## src/rtl/divider_if.sv

```systemverilog
// rtl/divider_if.sv - request/result bundle between a divider client and the divider
interface divider_if;
  logic       start;
  logic [5:0] dividend;
  logic [2:0] divisor;
  logic [5:0] quotient;
  logic [2:0] remainder;
  logic       busy;
  logic       done;
  logic       div_by_zero;

  modport master (
    output start, dividend, divisor,
    input  quotient, remainder, busy, done, div_by_zero
  );

  modport slave (
    input  start, dividend, divisor,
    output quotient, remainder, busy, done, div_by_zero
  );
endinterface

```

## src/rtl/divider.sv

```systemverilog
// rtl/divider.sv - 6-bit by 3-bit restoring divider, one quotient bit per cycle, MSB first
module divider (
  input  logic      clk,
  input  logic      rst_n,
  divider_if.slave  bus
);

  typedef enum logic [1:0] {
    IDLE = 2'd0,
    CALC = 2'd1,
    DONE = 2'd2
  } state_e;

  state_e     state_q;
  logic [3:0] partial_q;
  logic [5:0] shift_q;
  logic [2:0] divisor_q;
  logic [2:0] cnt_q;
  logic       zero_q;

  logic [5:0] quotient_q;
  logic [2:0] remainder_q;
  logic       busy_q;
  logic       done_q;
  logic       div_by_zero_q;

  logic [3:0] shifted_d;
  logic [4:0] trial_d;
  logic       qbit_d;
  logic       unused_d;

  always_comb begin
    shifted_d = {partial_q[2:0], shift_q[5]};
    trial_d   = {1'b0, shifted_d} - {2'b00, divisor_q};
    qbit_d    = ~trial_d[4];
  end

  // partial_q[3] can never be set: every stored partial is below the divisor
  assign unused_d = partial_q[3];

  // Status and result outputs are registered one cycle behind the state they report.
  always_ff @(posedge clk) begin
    if (!rst_n) begin
      state_q       <= IDLE;
      partial_q     <= 4'd0;
      shift_q       <= 6'd0;
      divisor_q     <= 3'd0;
      cnt_q         <= 3'd0;
      zero_q        <= 1'b0;
      quotient_q    <= 6'd0;
      remainder_q   <= 3'd0;
      busy_q        <= 1'b0;
      done_q        <= 1'b0;
      div_by_zero_q <= 1'b0;
    end else begin
      busy_q <= (state_q == CALC) || (state_q == DONE);
      done_q <= (state_q == DONE);
      case (state_q)
        IDLE: begin
          if (bus.start) begin
            divisor_q <= bus.divisor;
            partial_q <= 4'd0;
            shift_q   <= bus.dividend;
            cnt_q     <= 3'd0;
            zero_q    <= (bus.divisor == 3'd0);
            state_q   <= (bus.divisor == 3'd0) ? DONE : CALC;
          end
        end
        CALC: begin
          partial_q <= qbit_d ? trial_d[3:0] : shifted_d;
          shift_q   <= {shift_q[4:0], qbit_d};
          cnt_q     <= cnt_q + 3'd1;
          if (cnt_q == 3'd5) begin
            state_q <= DONE;
          end
        end
        DONE: begin
          quotient_q    <= zero_q ? 6'h3F : shift_q;
          remainder_q   <= zero_q ? 3'd0 : partial_q[2:0];
          div_by_zero_q <= zero_q;
          state_q       <= IDLE;
        end
        default: begin
          state_q <= IDLE;
        end
      endcase
    end
  end

  assign bus.quotient    = quotient_q;
  assign bus.remainder   = remainder_q;
  assign bus.busy        = busy_q;
  assign bus.done        = done_q;
  assign bus.div_by_zero = div_by_zero_q;

endmodule

```

## src/flat_wrapper.sv

```systemverilog
// flat-port wrapper written by rule: the top's interface ports become plain ports
module divider_flat 
  (clk, rst_n, bus_start, bus_dividend, bus_divisor, bus_quotient, bus_remainder, bus_busy, bus_done, bus_div_by_zero);
  divider_if bus_i ();
  input  logic clk;
  input  logic rst_n;
  input wire logic [$bits(bus_i.start)-1:0] bus_start;
  input wire logic [$bits(bus_i.dividend)-1:0] bus_dividend;
  input wire logic [$bits(bus_i.divisor)-1:0] bus_divisor;
  output wire logic [$bits(bus_i.quotient)-1:0] bus_quotient;
  output wire logic [$bits(bus_i.remainder)-1:0] bus_remainder;
  output wire logic [$bits(bus_i.busy)-1:0] bus_busy;
  output wire logic [$bits(bus_i.done)-1:0] bus_done;
  output wire logic [$bits(bus_i.div_by_zero)-1:0] bus_div_by_zero;
  assign bus_i.start = bus_start;
  assign bus_i.dividend = bus_dividend;
  assign bus_i.divisor = bus_divisor;
  assign bus_quotient = bus_i.quotient;
  assign bus_remainder = bus_i.remainder;
  assign bus_busy = bus_i.busy;
  assign bus_done = bus_i.done;
  assign bus_div_by_zero = bus_i.div_by_zero;
  divider u_core (.clk(clk), .rst_n(rst_n), .bus(bus_i));
endmodule
```

## config.mk

```make
export PLATFORM = sky130hd
export DESIGN_NAME = divider_flat
export DESIGN_NICKNAME = d
export VERILOG_FILES = /design/src/rtl/divider_if.sv /design/src/rtl/divider.sv /design/src/flat_wrapper.sv
export SDC_FILE = /design/constraint.sdc
export NUM_CORES = 1
export LEC_CHECK = 0
export BUFFER_PORTS_ARGS = -buffer_cell sky130_fd_sc_hd__buf_4
export CAP_MARGIN = 40
export CORE_AREA = 10 10 74 76
export CTS_CLUSTER_DIAMETER = 40
export CTS_CLUSTER_SIZE = 16
export DETAILED_ROUTE_END_ITERATION = 6
export DIE_AREA = 0 0 84 86
export GPL_TIMING_DRIVEN = 0
export PLACE_DENSITY = 0.62
export SETUP_SLACK_MARGIN = 0.5
export SLEW_MARGIN = 20
export SYNTH_ARGS = -nofsm -noshare
export SYNTH_HDL_FRONTEND = slang
export SYNTH_SLANG_ARGS = --single-unit
```

## constraint.sdc

```tcl
create_clock -name clk -period 2.1 [get_ports clk]
set_clock_uncertainty 0.1 [all_clocks]
set_input_delay 0.42 -clock clk [delete_from_list [all_inputs] [get_ports clk]]
set_output_delay 0.42 -clock clk [all_outputs]
set_load 0.02 [all_outputs]
```

==> metrics.md <==
| Metric | Value |
|---|---|
| Status | finished clean |
| Core Footprint | a little under 4000 um2 |
| Kind of critical path | reg -> reg |
| Largest net degree at the start of global routing | 11 |
| Worst-Margin Slew | about 0.45 ns |
| Antenna Nets Post-Route | 0 |
| CTS tree | built |
| Initial DRC Count | just under 70 |
| Clock latency on the worst-skew pair | ~0.28 ns |
| Max Cap Violations | 0 |
| H-tree depth | 2 |
| Worst-case reg-to-reg path depth | 7 |
| Die H | 86 um |
| Antenna violations before repair | 0 |
| Number of enable flip-flop cells after synthesis | 0 |
| Syn Nets | 175 |
| Die ar. | around 7200 um2 |
| Total grt overflow | 0 |
| Pleak | 0.789 nW |
| Hold slack | between 0.2 and 0.3 ns |
| Sequential fraction of the synthesis area | 0.429 |
| Final min period | 1.67 ns |
| Top post-synthesis cells by area | dfxtp_1 (43%), ha_1 (6.3%), o21ai_0 (5.7%) |
| First-pass GRT wire length | 5400 um |
| RSZ-0062 raised after global routing | true |
| Final setup TNS | 0 ns |
| Hold depth | 3 |
| # port buffers | 22 |
| PnR Total Power | about 1.9 mW |
| Count leader, synth | dfxtp_1 |
| Required time of the worst setup path | about 2.2 ns |
| Pre-Repair DR Iteration Count | 4 |
| Hold_sp | bus_dividend[3] |
| Syn Inst Count | approximately 160 |
| Detail Placement HPWL | around 2500 um |
| Post-layout nets | approximately 210 |
| CTS Buffer Depth | 2 |
| List of most frequent post-synthesis cells | dfxtp_1 (30), o21ai_0 (16), nor2_1 (13), nand2_1 (10), a21boi_0 (8) |
| Data arrival time of the worst path | between 1.5 and 2 ns |
| Max Fclk | ~600 MHz |
| Starting Density | 0.353 |
| Reg-to-Reg End | u_core.partial_q[0] |
| Area Growth Syn to Fin | 39.5% |
| Syn_area_per_cell | 9.04 um2 |
| Hold WC Path Type | in -> reg |
| Share of the synthesized area in the top cell type | 0.429 |
| Slew HR | 0.700 |
| Top_reg_cell synth | dfxtp_1 |
| Die width | between 80 and 90 um |
| Final setup violation count | 0 |
| Drt drc | 0 |
| Site Rows | 23 |
| Vias | around 1,200 |
| Asr flop ratio synth | 0 |
| Hold Crit Endpoint | u_core.shift_q[3] |
| Placed cell areas | about 1700 um2 |
| Fraction of layout cells with a size suffix above 1 | 0.337 |
| Antenna diodes | 0 |
| #FFs+latches synth | 30 |
| Drt total wl | 3360 um |
| Design Area, Final | 1950 um2 |
| Tot GR Track Use | 0.0911 |
| Period utilization | 0.796 |
| Num CTS Buffers | 5 |
| Vias in the first global route | between 1,000 and 1,500 |
| Post-CTS Hold Buffers | 0 |
| Final slew viol count | 0 |
| Routability cong. | 0.805 |
| WL per Instance | approximately 14 um |
| R2R Setup Slk | between 0.4 and 0.5 ns |
| Pwr Density | about 950 nW/um2 |
| I/O pins | 24 |
| Root buffer cell | clkbuf_8 |
| Mapped Area | 1400 um2 |
| Critical path capture point type | flop |
| TritonCTS Sinks | 30 |
| Max FO, Critical Path | 3 |
| Via density | just under 5 |
| Warnings, synthesis | 0 |
| Largest area contributor in the netlist | dfxtp_1 |
| Hold Vio Cnt, Final | 0 |
| Final core occ | 0.492 |
| FF-to-FF Start | u_core.shift_q[5] |
| Peak VDD IR | between 0.5 and 0.6 mV |
| Clock transition at path regs | roughly 0.070 ns |
| Yosys cell types | 32 |
| Critical path launch point type | flop |
[cell usage in the layout, fill, tap and decap left out, types with 4 or more instances in the layout]
cell      instances
a21boi_0          7
a21oi_1           7
and2_1            4
buf_4            29
clkbuf_1          6
clkbuf_8          6
dfxtp_1          27
ha_4              4
inv_2             4
nand2_1           9
nand2b_1          5
nand3_1           6
nor2_1           12
nor2b_1           4
o21ai_0          12
o22ai_1           5
[final cells by class]
cell class | instances | area, um2
fill | 365 | 2020
tap | 50 | 62.6
multi-input combinational | 110 | 833
clock inverter | 2 | 60.1
sequential | 30 | 607
buffer | 8 | 45.0
inverter | 7 | 26.3
timing repair buffer | 30 | 238
clock buffer | 6 | 82.6
[metrics by stage]
step           worst slack [ns]  instances
2_1_floorplan             0.481        155
3_3_place_gp              0.429        227
3_5_place_dp              0.413        227
4_1_cts                   0.419        238
5_1_grt                   0.367        243
6_report                  0.429        243
[logic make-up after synthesis]
group                    synth area share
AO/OA/AOI/OAI                       0.176
adder cells (fa/ha/maj)            0.0768
buffers and inverters              0.0509
flip-flops                          0.429
multiplexers                       0.0616
AND/OR/NAND/NOR                     0.206
[registers in the layout, summed over array words and instances, names as in the netlist]
register,cells
u_core.bus.div_by_zero,1
u_core.bus.quotient,6
u_core.bus.busy,1
u_core.bus.done,1
u_core.state_q,2
u_core.bus.remainder,3
u_core.divisor_q,3
u_core.cnt_q,3
u_core.zero_q,1
u_core.shift_q,6
u_core.partial_q,3
[worst max-delay path by stage]
stage / startpoint / endpoint / slack, ns / depth (start not counted)
after floorplan: u_core.shift_q[5] / u_core.partial_q[0] / 0.48 / 7
after global placement: u_core.shift_q[5] / u_core.partial_q[1] / 0.43 / 7
after detailed placement: u_core.shift_q[5] / u_core.partial_q[0] / 0.41 / 7
after CTS: u_core.shift_q[5] / u_core.partial_q[0] / 0.42 / 7
after global routing: u_core.shift_q[5] / u_core.partial_q[0] / 0.37 / 7
final: u_core.shift_q[5] / u_core.partial_q[0] / 0.43 / 7
[routing by layer]
layer,vias to the layer above,wire (um),track usage
li1,608,-,-
met1,553,1380,0.0927
met2,21,1790,0.167
met3,6,136,0.0293
met4,0,49,0.0411
met5,-,0,0
[timing repair]
item | in CTS | in global routing
pin swaps | 3 | 7
setup endpoints to repair | 9 | 14
resized for setup | 3 | 16
buffers inserted | 3 | 5
[critical path, cell delays in order, from the launching register on]
cell and delay, ns:
dfxtp_2 0.34, inv_2 0.05, ha_4 0.15, fa_2 0.33, nand2b_4 0.16, nand2_4 0.08
mux2_4 0.30, o21ai_2 0.10
[power by group]
part	internal [mW]	switching [mW]	total (mW)	leakage (nW)
combinational	0.234	0.230	0.464	0.471
clock	0.506	0.221	0.727	0.0714
sequential	0.626	0.0371	0.663	0.246
(Power assumes the default switching activity.)
